`config.mk`:
```
export PLATFORM = sky130hd
export DESIGN_NAME = uart_cmd_parser
export DESIGN_NICKNAME = d
export VERILOG_FILES = /design/src/rtl/uart_cmd_parser.sv
export SDC_FILE = /design/constraint.sdc
export NUM_CORES = 1
export LEC_CHECK = 0
export ABC_AREA = 0
export BUFFER_PORTS_ARGS = -buffer_cell sky130_fd_sc_hd__buf_2
export CAP_MARGIN = 20
export CORE_UTILIZATION = 29
export DETAILED_ROUTE_END_ITERATION = 10
export GPL_TIMING_DRIVEN = 0
export SLEW_MARGIN = 20
export SYNTH_ARGS = -nofsm -noshare
export SYNTH_HDL_FRONTEND = slang
export SYNTH_SLANG_ARGS = --single-unit
```
`constraint.sdc`:
```
create_clock -name clk_i -period 2.5 [get_ports clk_i]
set_input_delay 0.125 -clock clk_i [delete_from_list [all_inputs] [get_ports clk_i]]
set_output_delay 0.125 -clock clk_i [all_outputs]
set_load 0.02 [all_outputs]
```
`src/rtl/uart_cmd_parser.sv`:
```
// uart_cmd_parser: turns a stream of UART bytes into validated command frames
// (SOF, CMD, LEN, payload, CHK). A validated command is held on cmd_* until acked.
//
// Ports:
//   clk_i, rst_ni        clock and synchronous active-low reset
//   rx_byte_i/rx_done_i  byte and done strobe from the UART receiver (other clock domain)
//   rx_error_i           receiver error level (other clock domain)
//   cmd_valid_o/cmd_ack_i  command handshake; cmd_id_o / cmd_len_o describe held command
//   pl_raddr_i/pl_rdata_o  payload buffer read port, 1-cycle registered latency
//   err_*_o              1-cycle error pulses (chk, len, timeout, rx)
//   drop_cnt_o           saturating count of bytes dropped while a command is held
module uart_cmd_parser #(
  parameter logic [7:0]   Sof        = 8'h7E,
  parameter int unsigned  MaxLen     = 16,
  parameter int unsigned  TimeoutCyc = 50000,
  localparam int unsigned LenW       = $clog2(MaxLen + 1)
) (
  input  logic            clk_i,
  input  logic            rst_ni,
  input  logic [7:0]      rx_byte_i,
  input  logic            rx_done_i,
  input  logic            rx_error_i,
  output logic            cmd_valid_o,
  input  logic            cmd_ack_i,
  output logic [7:0]      cmd_id_o,
  output logic [LenW-1:0] cmd_len_o,
  input  logic [LenW-1:0] pl_raddr_i,
  output logic [7:0]      pl_rdata_o,
  output logic            err_chk_o,
  output logic            err_len_o,
  output logic            err_timeout_o,
  output logic            err_rx_o,
  output logic [7:0]      drop_cnt_o
);

  localparam int unsigned CntW  = $clog2(TimeoutCyc + 1);
  localparam int unsigned RamAw = (MaxLen > 1) ? $clog2(MaxLen) : 1;

  typedef enum logic [2:0] {StIdle, StCmd, StLen, StPayload, StChk, StHold} state_e;

  state_e          state_q, state_d;
  logic [2:0]      done_sync_q, err_sync_q;  // [1:0] synchroniser, [2] edge history
  logic            stb_q, rxerr_q;
  logic [7:0]      byte_q;
  logic [7:0]      chk_q, chk_d, id_q, id_d, cmd_id_q, cmd_id_d, drop_q, drop_d;
  logic [LenW-1:0] len_q, len_d, idx_q, idx_d, cmd_len_q, cmd_len_d;
  logic [CntW-1:0] cnt_q, cnt_d;
  logic            err_chk_q, err_chk_d, err_len_q, err_len_d;
  logic            err_to_q, err_to_d, err_rx_q, err_rx_d;
  logic            active, timeout, proceed, wr_en;
  logic [7:0]      mem_q [2**RamAw];
  logic [7:0]      rdata_q;

  // CDC: 2-flop synchronisers, then registered rising-edge detect.
  always_ff @(posedge clk_i) begin
    if (!rst_ni) begin
      done_sync_q <= '0;
      err_sync_q  <= '0;
      stb_q       <= 1'b0;
      rxerr_q     <= 1'b0;
      byte_q      <= '0;
    end else begin
      done_sync_q <= {done_sync_q[1:0], rx_done_i};
      err_sync_q  <= {err_sync_q[1:0], rx_error_i};
      stb_q       <= done_sync_q[1] & ~done_sync_q[2];
      rxerr_q     <= err_sync_q[1] & ~err_sync_q[2];
      if (done_sync_q[1] & ~done_sync_q[2]) byte_q <= rx_byte_i;
    end
  end

  assign active  = (state_q == StCmd) || (state_q == StLen) ||
                   (state_q == StPayload) || (state_q == StChk);
  assign timeout = active && (cnt_q == CntW'(TimeoutCyc - 1));
  // A byte is parsed only if no abort (rx error or timeout) takes this cycle.
  assign proceed = stb_q && !(active && rxerr_q) && !timeout;

  always_comb begin
    state_d   = state_q;
    chk_d     = chk_q;
    id_d      = id_q;
    len_d     = len_q;
    idx_d     = idx_q;
    cmd_id_d  = cmd_id_q;
    cmd_len_d = cmd_len_q;
    drop_d    = drop_q;
    err_chk_d = 1'b0;
    err_len_d = 1'b0;
    err_to_d  = 1'b0;
    err_rx_d  = 1'b0;
    wr_en     = 1'b0;

    if (rxerr_q) begin
      err_rx_d = 1'b1;
      if (active) state_d = StIdle;
    end else if (timeout) begin
      err_to_d = 1'b1;
      state_d  = StIdle;
    end

    case (state_q)
      StIdle: begin
        if (proceed && byte_q == Sof) state_d = StCmd;
      end
      StCmd: begin
        if (proceed) begin
          id_d    = byte_q;
          chk_d   = byte_q;
          state_d = StLen;
        end
      end
      StLen: begin
        if (proceed) begin
          chk_d = chk_q ^ byte_q;
          if (byte_q > 8'(MaxLen)) begin
            err_len_d = 1'b1;
            state_d   = StIdle;
          end else begin
            len_d   = byte_q[LenW-1:0];
            idx_d   = '0;
            state_d = (byte_q == 8'h00) ? StChk : StPayload;
          end
        end
      end
      StPayload: begin
        if (proceed) begin
          wr_en = 1'b1;
          chk_d = chk_q ^ byte_q;
          idx_d = idx_q + LenW'(1);
          if (idx_q == len_q - LenW'(1)) state_d = StChk;
        end
      end
      StChk: begin
        if (proceed) begin
          if (byte_q == chk_q) begin
            state_d   = StHold;
            cmd_id_d  = id_q;
            cmd_len_d = len_q;
          end else begin
            err_chk_d = 1'b1;
            state_d   = StIdle;
          end
        end
      end
      StHold: begin
        // rx errors do not disturb a held command; bytes are counted, not parsed.
        if (stb_q && drop_q != 8'hFF) drop_d = drop_q + 8'd1;
        if (cmd_ack_i) state_d = StIdle;
      end
      default: state_d = StIdle;
    endcase

    // Timeout counter clears on every byte and on every state entry.
    if (!active || stb_q || state_d != state_q) cnt_d = '0;
    else                                        cnt_d = cnt_q + CntW'(1);
  end

  always_ff @(posedge clk_i) begin
    if (!rst_ni) begin
      state_q   <= StIdle;
      chk_q     <= '0;
      id_q      <= '0;
      len_q     <= '0;
      idx_q     <= '0;
      cmd_id_q  <= '0;
      cmd_len_q <= '0;
      drop_q    <= '0;
      cnt_q     <= '0;
      err_chk_q <= 1'b0;
      err_len_q <= 1'b0;
      err_to_q  <= 1'b0;
      err_rx_q  <= 1'b0;
      rdata_q   <= '0;
    end else begin
      state_q   <= state_d;
      chk_q     <= chk_d;
      id_q      <= id_d;
      len_q     <= len_d;
      idx_q     <= idx_d;
      cmd_id_q  <= cmd_id_d;
      cmd_len_q <= cmd_len_d;
      drop_q    <= drop_d;
      cnt_q     <= cnt_d;
      err_chk_q <= err_chk_d;
      err_len_q <= err_len_d;
      err_to_q  <= err_to_d;
      err_rx_q  <= err_rx_d;
      if (pl_raddr_i < LenW'(MaxLen)) rdata_q <= mem_q[pl_raddr_i[RamAw-1:0]];
      else                            rdata_q <= '0;
    end
  end

  // Payload buffer: contents are not reset.
  always_ff @(posedge clk_i) begin
    if (wr_en) mem_q[idx_q[RamAw-1:0]] <= byte_q;
  end

  assign cmd_valid_o   = (state_q == StHold);
  assign cmd_id_o      = cmd_id_q;
  assign cmd_len_o     = cmd_len_q;
  assign pl_rdata_o    = rdata_q;
  assign err_chk_o     = err_chk_q;
  assign err_len_o     = err_len_q;
  assign err_timeout_o = err_to_q;
  assign err_rx_o      = err_rx_q;
  assign drop_cnt_o    = drop_q;

endmodule

```
# Word level (Yosys, flattened, before mapping)
# Memory sizes are Yosys's and may differ from the RTL's. A register that Yosys moved wholly into a read port is not among the register bits.
# Cells that the tools add are included.
[classes]
bitwise_logic = 7
magnitude_cmp = 2
muxes = 29
n_eq_ne = 16
addsub = 4
n_reduce_logical = 31
[op_table]
columns = ["op", "n"]
rows = [
  ["3-bit 2-to-1 mux", 13],
  ["3-bit one-hot mux with 6 select lines", 1],
  ["16-bit by 1-bit adder with 16-bit output, second input constant", 1],
  ["16-bit == test, second input constant", 1],
  ["8-bit 2-to-1 mux", 2],
  ["8-bit one-hot mux with 2 select lines", 1],
  ["5-bit 2-to-1 mux", 3],
  ["3-bit AND reduction", 5],
  ["5-bit one-hot mux with 2 select lines", 1],
  ["8-bit by 1-bit adder with 8-bit output, second input constant", 1],
  ["8-bit by 7-bit == test with 1-bit output, second input constant", 1],
  ["8-bit == test", 1],
  ["8-bit by 5-bit > comparator with 1-bit output, second input constant", 1],
  ["8-bit logical NOT", 1],
  ["1-bit 2-to-1 mux", 8],
  ["2-bit inequality test, second input constant", 4],
  ["8-bit inequality test, second input constant", 1],
  ["8-bit bitwise XOR", 1],
  ["3-bit by 2-bit == test with 1-bit output, second input constant", 2],
  ["3-bit == test, second input constant", 2],
  ["1-bit logical AND", 6],
  ["2-bit AND reduction", 3],
  ["2-bit OR reduction", 3],
  ["5-bit by 1-bit adder with 5-bit output, second input constant", 1],
  ["13 further kinds", 25],
]
[totals]
mem_bits_rw = 128
input_bits = 18
word_cells = 108
out_inout_bits = 34
register_bits = 86
memories = 1
[mem_list]
columns = ["memory", "depth", "width", "read_ports", "rd_ports_with_merged_regs", "write_ports", "line_no", "rtl"]
rows = [
  ["mem_q", 16, 8, 1, 1, 1, "51", "logic [7:0] mem_q [2**RamAw];"],
]

# Longest topological paths before layout
# Gate-level depths: netlist of run 1.
[logic_depth]
depth_word = 14
depth_mapped = 9
depth_no_buf = 7

# Least setup slack after synthesis of run 1
# OpenSTA, ideal clock, no wires.
[synth_path]
path_type = "register -> register"
from = "reg cnt_q[0]"
to = "mem mem_q[0][0] (enable)"
setup_ns = 0.383
path_stages_with_launch = 8
arrival_ns = 2.018
path_buffers = 1
required_ns = 2.117
period_less_slack_ns = 2.401
path_slack_ns = 0.099
path_cell_list = "dfxtp_1 -> ha_1 -> and3_1 -> buf_6 -> a41oi_1 -> and2_1 -> nand2_1 -> nor3_1"
[synth_between]
elab_chain_cells = 8
[synth_rtl]
columns = ["element", "line_no", "rtl"]
rows = [
  ["start, declared", "47", "logic [CntW-1:0] cnt_q, cnt_d;"],
  ["start signal, assigned", "182", "cnt_q <= cnt_d;"],
  ["16-bit == test", "73", "assign timeout = active && (cnt_q == CntW'(TimeoutCyc - 1));"],
  ["1-bit logical AND", "73", ""],
  ["1-bit logical NOT", "75", "assign proceed = stb_q && !(active && rxerr_q) && !timeout;"],
  ["1-bit logical AND", "75", ""],
  ["1-bit 2-to-1 mux", "125", "if (proceed) begin"],
  ["1-bit 2-to-1 mux", "100", "case (state_q)"],
  ["1-bit 2-to-1 mux", "194", "if (wr_en) mem_q[idx_q[RamAw-1:0]] <= byte_q;"],
  ["1-bit 2-to-1 mux (implied by the code)", "194", ""],
  ["end, declared", "51", ""],
]
# No other way between the ends.

# Final worst setup path of run 1
[layout_path]
from = "reg cnt_q[0]"
to = "mem mem_q[11][6] (enable)"
# Same word-level chain as after synthesis.

==> results of run 1 <==
[routing by layer]
layer,track usage,vias to the layer above,wire [um]
li1,-,2622,-
met1,0.164,2665,8970
met2,0.213,139,9960
met3,0.0246,25,1040
met4,0.0226,0,296
met5,0,-,0
[power by group through the flow]
stage               Combinational [W]  Sequential (W)  Clock (W)
global placement             0.000292         0.00397          0
CTS                          0.000305         0.00389    0.00316
detailed placement           0.000293         0.00397          0
finish                       0.000302         0.00389    0.00310
floorplan                    0.000195         0.00396          0
global route                 0.000325         0.00389    0.00332
[worst max-delay path by stage]
stage	from	end	slack, ns
finish	cnt_q[0]$_SDFF_PP0_	mem_q[11][6]$_DFFE_PP_	0.13
floorplan	cnt_q[0]$_SDFF_PP0_	mem_q[0][0]$_DFFE_PP_	0.1
global placement	cnt_q[0]$_SDFF_PP0_	mem_q[1][3]$_DFFE_PP_	-0.67
global route	cnt_q[0]$_SDFF_PP0_	mem_q[7][2]$_DFFE_PP_	0.009
CTS	cnt_q[0]$_SDFF_PP0_	mem_q[3][7]$_DFFE_PP_	-0.18
detailed placement	cnt_q[0]$_SDFF_PP0_	mem_q[4][0]$_DFFE_PP_	-0.32
[sequential cells by signal, indices dropped and copies added, names as in the netlist]
register / cells
err_len_o: 1
err_rx_o: 1
byte_q: 8
stb_q: 1
err_timeout_o: 1
mem_q: 128
cnt_q: 16
err_sync_q: 3
drop_cnt_o: 8
idx_q: 5
pl_rdata_o: 8
cmd_len_o: 5
id_q: 8
chk_q: 8
err_chk_o: 1
state_q: 3
cmd_id_o: 8
done_sync_q: 3
len_q: 5
rxerr_q: 1
[critical path, cell delays in order (launching register included)]
cell and delay (ns):
dfxtp_1 0.34, ha_1 0.24, and3_1 0.20, buf_6 0.13, a41oi_2 0.24, buf_4 0.26, nand3_4 0.18, nor2_2 0.43
[synth_stat cells, types with 2 or more instances]
master    count
edfxtp_1    128
dfxtp_1      94
nor2_1       74
mux4_2       40
nand2_1      34
mux2i_1      27
xor2_1       19
xnor2_1      18
clkbuf_1     16
o211ai_1     14
a21oi_1      13
buf_2        13
nand3_1      13
nor2b_1      13
nor3_1       13
inv_1        12
nand2b_1     10
and2_1        9
nand4_1       9
nor2_4        8
buf_6         7
ha_1          7
nand3b_1      7
and3_1        6
buf_1         5
or3_1         5
and4b_1       3
o21a_1        3
o21ai_0       3
and4_1        2
nor2_2        2
nor3b_1       2
nor4_4        2
o22ai_1       2
[cells in the final DEF, fill, tap and decap left out, types with 14 or more instances in the layout]
master,count
edfxtp_1,128
dfxtp_1,86
nor2_1,62
buf_2,60
mux4_2,40
nand2_1,31
mux2i_1,27
clkbuf_16,22
clkbuf_1,19
xor2_1,19
nor2_4,18
xnor2_1,18
o211ai_1,14
[cells by family after synthesis]
| group | count (synthesis) | synth area share |
|---|---|---|
| DFF | 222 | 0.618 |
| and+or+nand+nor | 225 | 0.139 |
| muxes | 67 | 0.126 |
| buffers and inverters | 55 | 0.0313 |
| xor gates and xnor gates | 37 | 0.0350 |
| adders and majority gates | 7 | 0.00945 |
| AOI/OAI and AO/OA | 52 | 0.0415 |
[through the flow]
step | util | worst slack (ns)
3_3_place_gp | 0.318 | -0.668
4_1_cts | 0.348 | -0.182
5_1_grt | 0.350 | 0.00945
6_report | 0.350 | 0.128
2_1_floorplan | - | 0.0985
3_5_place_dp | 0.319 | -0.316
[final cells by class]
class / instances / area [um^2] / area share
buffer: 43 / 246 / 0.0224
inverter: 12 / 45.0 / 0.00409
tap: 402 / 503 / 0.0457
multi-input combinational: 388 / 3390 / 0.308
clock buffer: 26 / 566 / 0.0514
timing repair buffer: 64 / 425 / 0.0386
sequential: 222 / 5740 / 0.521
clock inverter: 12 / 93.8 / 0.00853
[repair_timing]
action,4_1_cts,5_1_grt
buffers inserted,6,1
endpoints found under the setup margin,138,138
hold endpoints to repair,10,0
resized for setup,30,10
pin swaps,5,1
hold buffers,10,0
==> reports/results.txt, run 1 <==
CTS H-Tree Depth: 1
Detail-routed via count per cell: 4.66
Fillers: 3021
FF-to-FF setup slack: 0.13 ns
Post-synthesis sequential area ratio: 0.618
CTS tree: built
Final wirelength: 20.3 mm
Power, Total: 0.00729 W
Die ar.: 32700 um^2
Number of library cell types mapped by synthesis: 66
Overall global routing resource usage: 0.124
Sw Ratio: 0.215
Gr ovfl total: 0
Most area-hungry cell type in the Yosys netlist: edfxtp_1
WP data arrival: 2.52 ns
Worst slew pin tran: 0.838 ns
Reg-to-Reg End: mem_q[11][6]$_DFFE_PP_
Clock latency at the later pin of the worst-skew pair: 0.51 ns
Peak Freq: 422 MHz
Setup violators final: 0
R2R depth: 7
CORE AREA: 31500 um^2
Class of the worst hold path: input pin to register
Status: finished clean
Combinational power share: 0.041
Worst r2r src: cnt_q[0]$_SDFF_PP0_
CP Capture Type: register
Critical Path Fanout Max: 10
Hold Slack: 0.0496 ns
Wire length per cell: 17.3 um
Clock sink total: 222
Nets: 778
Syn avg cell area: 13.9 um^2
Clock power share: 0.425
1st-iter DRT viols: 423
Placed cell area: 10000 um^2
DRC: 0
RSZ-0062 raised after global routing: false
First-pass GRT wire length: 31.5 mm
Post-synth top flop: edfxtp_1
Initial Util: 0.294
CTS Buf Count: 22
Yosys warnings: 0
Reg power frac: 0.533
Total Neg Setup Slack: 0 ns
RePlAce Congestion: 0.752
Ys async rst share: 0
Power per cell area: 662 nW/um^2
Rows: 65
Flops & latches, synth: 222
Final Cycle Share: 0.949
IO Pins: 52
Pre-Repair DR Iteration Count: 5
Fin cells: 1169
Final antenna-violating net count: 0
Leak: 3.90 nW
WHS Path Cells: 3
Synth top area share: 0.415
Hold-critical path endpoint: idx_q[4]$_SDFFE_PN0P_
Final Hold Viols: 0
Port Buf Inserts: 47
Max Clock Skew: 0.0143 ns
Antenna Cells: 0
Number of max-cap violations: 0
Fin area: 11000 um^2
Mapped Area: 9270 um^2
Via count: 5451
Required time of the worst setup path: 2.65 ns
Bufs on Longest Clock Path: 3
Vias in the first global route: 5420
Layout cells sized above 1: 0.261
Die width: 181 um
Post-DP HPWL: 13.6 mm
Clock-pin slew on the worst setup and hold paths: 0.06 ns
Clk root buf: clkbuf_16
Initial antenna violation count: 0
Syn_nets: 690
Gate Count Post-Synth: 665
Hold Crit Start: rst_ni
Number of synthesized flops with an enable pin: 128
Layout area overhead: 18.8%
Max-slew violations: 0
Internal power: 0.00572 W
Max IR drop VDD: 0.444 mV
Relative slew slack: 0.441
Chip Height: 181 um
Largest net degree at the start of global routing: 18
Placed Cells: 1114
Switch Pwr: 0.00157 W
Critical path class: register to register
Fin crit period: 2.37 ns
Worst setup SP type: register
Top area cells in the synthesized netlist: edfxtp_1 (41%), dfxtp_1 (20%), mux4_2 (9.7%)
No activity file was read; power rests on OpenSTA's default activity.
==> run 2: changes to the inputs <==
--- a/config.mk
+++ b/config.mk
@@ -11,6 +11,7 @@
 export CORE_UTILIZATION = 29
 export DETAILED_ROUTE_END_ITERATION = 10
 export GPL_TIMING_DRIVEN = 0
+export MAX_ROUTING_LAYER = met4
 export SLEW_MARGIN = 20
 export SYNTH_ARGS = -nofsm -noshare
 export SYNTH_HDL_FRONTEND = slang
==> constraint.sdc (replaced) <==
create_clock -name clk_i -period 1.9 [get_ports clk_i]
set_input_delay 0.095 -clock clk_i [delete_from_list [all_inputs] [get_ports clk_i]]
set_output_delay 0.095 -clock clk_i [all_outputs]
set_load 0.02 [all_outputs]
==> run 2 against run 1 <==
- the flow now finishes with violations (setup timing)
- sequential cell count stayed put
- routed wire length rose by 3.0%
- register-to-register slack lost 0.18 ns
- clock power up 42%
- sequential power increased by 31%
- die area did not move
- worst setup slack lost 0.18 ns
- final area grew 7.0%
- clock skew grew 0.0042 ns
- cell count increased by 3.3%
- combinational power grew 46%
- total power is 37% higher
==> reports/results.txt, run 2 (synthesized netlist as in run 1, its figures left out) <==
Max Clock Skew: 0.0186 ns (was 0.0143 ns)
Switch Pwr: 0.00206 W (was 0.00157 W)
Crit-path max cell delay: 0.34 ns (was 0.43 ns)
RePlAce Congestion: 0.791 (was 0.752)
Die ar.: 32700 um^2 (unchanged)
Pre-Repair DR Iteration Count: 4 (was 5)
Post-DP HPWL: 13.8 mm (was 13.6 mm)
Critical path startpoint: state_q[2]$_SDFF_PN0_ (was cnt_q[0]$_SDFF_PP0_)
Fin crit period: 1.95 ns (was 2.37 ns)
Status: complete, but fails checks (was finished clean)
Vias in the first global route: 5631 (was 5420)
Setup ws final: -0.0494 ns (was 0.128 ns)
Final wirelength: 20.9 mm (was 20.3 mm)
Peak Freq: 513 MHz (was 422 MHz)
Clock latency at the later pin of the worst-skew pair: 0.51 ns (about the same)
Sw Ratio: 0.207 (was 0.215)
CTS H-Tree Depth: 1 (unchanged)
Class of the worst hold path: input pin to register (unchanged)
Most common cell after layout, fill and taps aside: edfxtp_1 (unchanged)
Worst slew pin tran: 0.729 ns (was 0.838 ns)
Bufs on Longest Clock Path: 3 (unchanged)
Detail-routed via count per cell: 4.67 (was 4.66)
Leak: 4.22 nW (was 3.90 nW)
Final Hold Viols: 0 (unchanged)
Worst setup SP type: register (unchanged)
Final antenna-violating net count: 0 (unchanged)
Combinational power share: 0.044 (was 0.041)
Final Cycle Share: 1.03 (was 0.949)
Nets: 816 (was 778)
Via count: 5638 (was 5451)
Family with the most delay on the worst path: simple AND/OR/NAND/NOR gates (unchanged)
Final Core Density: 0.374 (was 0.350)
Initial antenna violation count: 0 (unchanged)
Critical Path Slowest Stage Cell: dfxtp_1 (was nor2_2)
IO Pins: 52 (unchanged)
Total Neg Setup Slack: -0.622 ns (was 0 ns)
Internal power: 0.00789 W (was 0.00572 W)
CP Capture Type: register (unchanged)
Clock sink total: 222 (unchanged)
Number of max-cap violations: 0 (unchanged)
Setup violators final: 30 (was 0)
Gr ovfl total: 0 (unchanged)
Largest net degree at the start of global routing: 26 (was 18)
CTS tree: built (unchanged)
CP bufs+invs: 3 (was 2)
Overall global routing resource usage: 0.132 (was 0.124)
Critical path class: register to register (unchanged)
Placed cell area: 10200 um^2 (was 10000 um^2)
Initial Util: 0.294 (unchanged)
Relative slew slack: 0.514 (was 0.441)
WP data arrival: 2.17 ns (was 2.52 ns)
Largest register FFs: 128 (unchanged)
Layout cells sized above 1: 0.324 (was 0.261)
Fillers: 2966 (was 3021)
DRC: 0 (unchanged)
Most frequent cells in the layout: edfxtp_1 (128), dfxtp_1 (74), nor2_1 (60) (was edfxtp_1 (128), dfxtp_1 (86), nor2_1 (62))
Layout area overhead: 27.1% (was 18.8%)
Chip Height: 181 um (unchanged)
CTS Buf Count: 23 (was 22)
Fin area: 11800 um^2 (was 11000 um^2)
Reg power frac: 0.513 (was 0.533)
Wire length per cell: 17.3 um (about the same)
Worst r2r src: state_q[2]$_SDFF_PN0_ (was cnt_q[0]$_SDFF_PP0_)
CORE AREA: 31500 um^2 (unchanged)
Antenna Cells: 0 (unchanged)
RSZ-0062 raised after global routing: true (was false)
Clk root buf: clkbuf_16 (unchanged)
Clock-pin slew on the worst setup and hold paths: 0.06 ns (about the same)
Max IR drop VDD: 0.555 mV (was 0.444 mV)
Rows: 65 (unchanged)
Hold Crit Start: cmd_ack_i (was rst_ni)
Required time of the worst setup path: 2.12 ns (was 2.65 ns)
Port Buf Inserts: 47 (unchanged)
Power, Total: 0.00995 W (was 0.00729 W)
First-pass GRT wire length: 32.6 mm (was 31.5 mm)
Failing checks: setup timing
Die width: 181 um (unchanged)
Clock power share: 0.443 (was 0.425)
1st-iter DRT viols: 360 (was 423)
Power per cell area: 845 nW/um^2 (was 662 nW/um^2)
Max-slew violations: 0 (unchanged)
Critical Path Fanout Max: 10 (unchanged)
Worst path cell trace: buf_6, nand2b_1, buf_4, nor2_4, and2_4, nand2_8, nor3_4, buf_12 (was ha_1, and3_1, buf_6, a41oi_2, buf_4, nand3_4, nor2_2)
-- run 2: what timing repair did --
item | CTS | global route
hold buffers | 11 | 0
endpoints found under the hold margin | 11 | 0
pin swaps | 20 | 31
setup buffers | 34 | 17
setup endpoints to repair | 186 | 168
resized for setup | 44 | 41
cloned | 1 | 1
-- run 2: worst min-delay path: stages --
cell and delay [ns]:
buf_2 0.12, o22ai_1 0.16, a32o_1 0.18
-- run 2: area by class of cell --
| class | instances | area, um^2 | share of cell area |
|---|---|---|---|
| multi-input combinational | 388 | 3560 | 0.302 |
| clock buffer | 28 | 594 | 0.0505 |
| clock inverter | 11 | 125 | 0.0106 |
| timing repair buffer | 111 | 942 | 0.0800 |
| tap | 402 | 503 | 0.0427 |
| inverter | 12 | 45.0 | 0.00382 |
| buffer | 33 | 229 | 0.0194 |
| sequential | 222 | 5780 | 0.491 |
-- run 2: through the flow --
stage	worst slack, ns	cells	hold WS, ns
6_report	-0.0494	1207	0.0823
5_1_grt	-0.106	1207	0.0889
4_1_cts	-0.0790	1192	0.0605
3_5_place_dp	-0.597	1114	0.327
3_3_place_gp	-0.594	1114	0.324
2_1_floorplan	-0.0422	665	0.222
-- run 2: path summary, 6_finish.rpt --
| path | to | slack (ns) | cells past startpoint |
|---|---|---|---|
| worst max-delay path | mem_q[2][7]$_DFFE_PP_ | -0.05 | 8 |
| worst max register to register | mem_q[2][7]$_DFFE_PP_ | -0.05 | 8 |
| worst min-delay path | state_q[2]$_SDFF_PN0_ | 0.08 | 3 |
| worst min register to register | rxerr_q$_SDFF_PN0_ | 0.40 | 1 |
-- run 2: power by group through the flow --
stage | logic, W | registers (W) | clock network (W)
finish | 0.000442 | 0.00510 | 0.00440
global route | 0.000478 | 0.00511 | 0.00469
CTS | 0.000414 | 0.00512 | 0.00450
detailed placement | 0.000387 | 0.00522 | 0
global placement | 0.000386 | 0.00522 | 0
floorplan | 0.000258 | 0.00522 | 0
-- run 2: routing by layer --
| metal | vias up | share of wire | global-route usage |
|---|---|---|---|
| met4 | 0 | 0.026 | 0.0359 |
| met5 | - | 0 | - |
| met3 | 44 | 0.043 | 0.0230 |
| met2 | 127 | 0.49 | 0.217 |
| met1 | 2761 | 0.44 | 0.166 |
| li1 | 2706 | - | - |
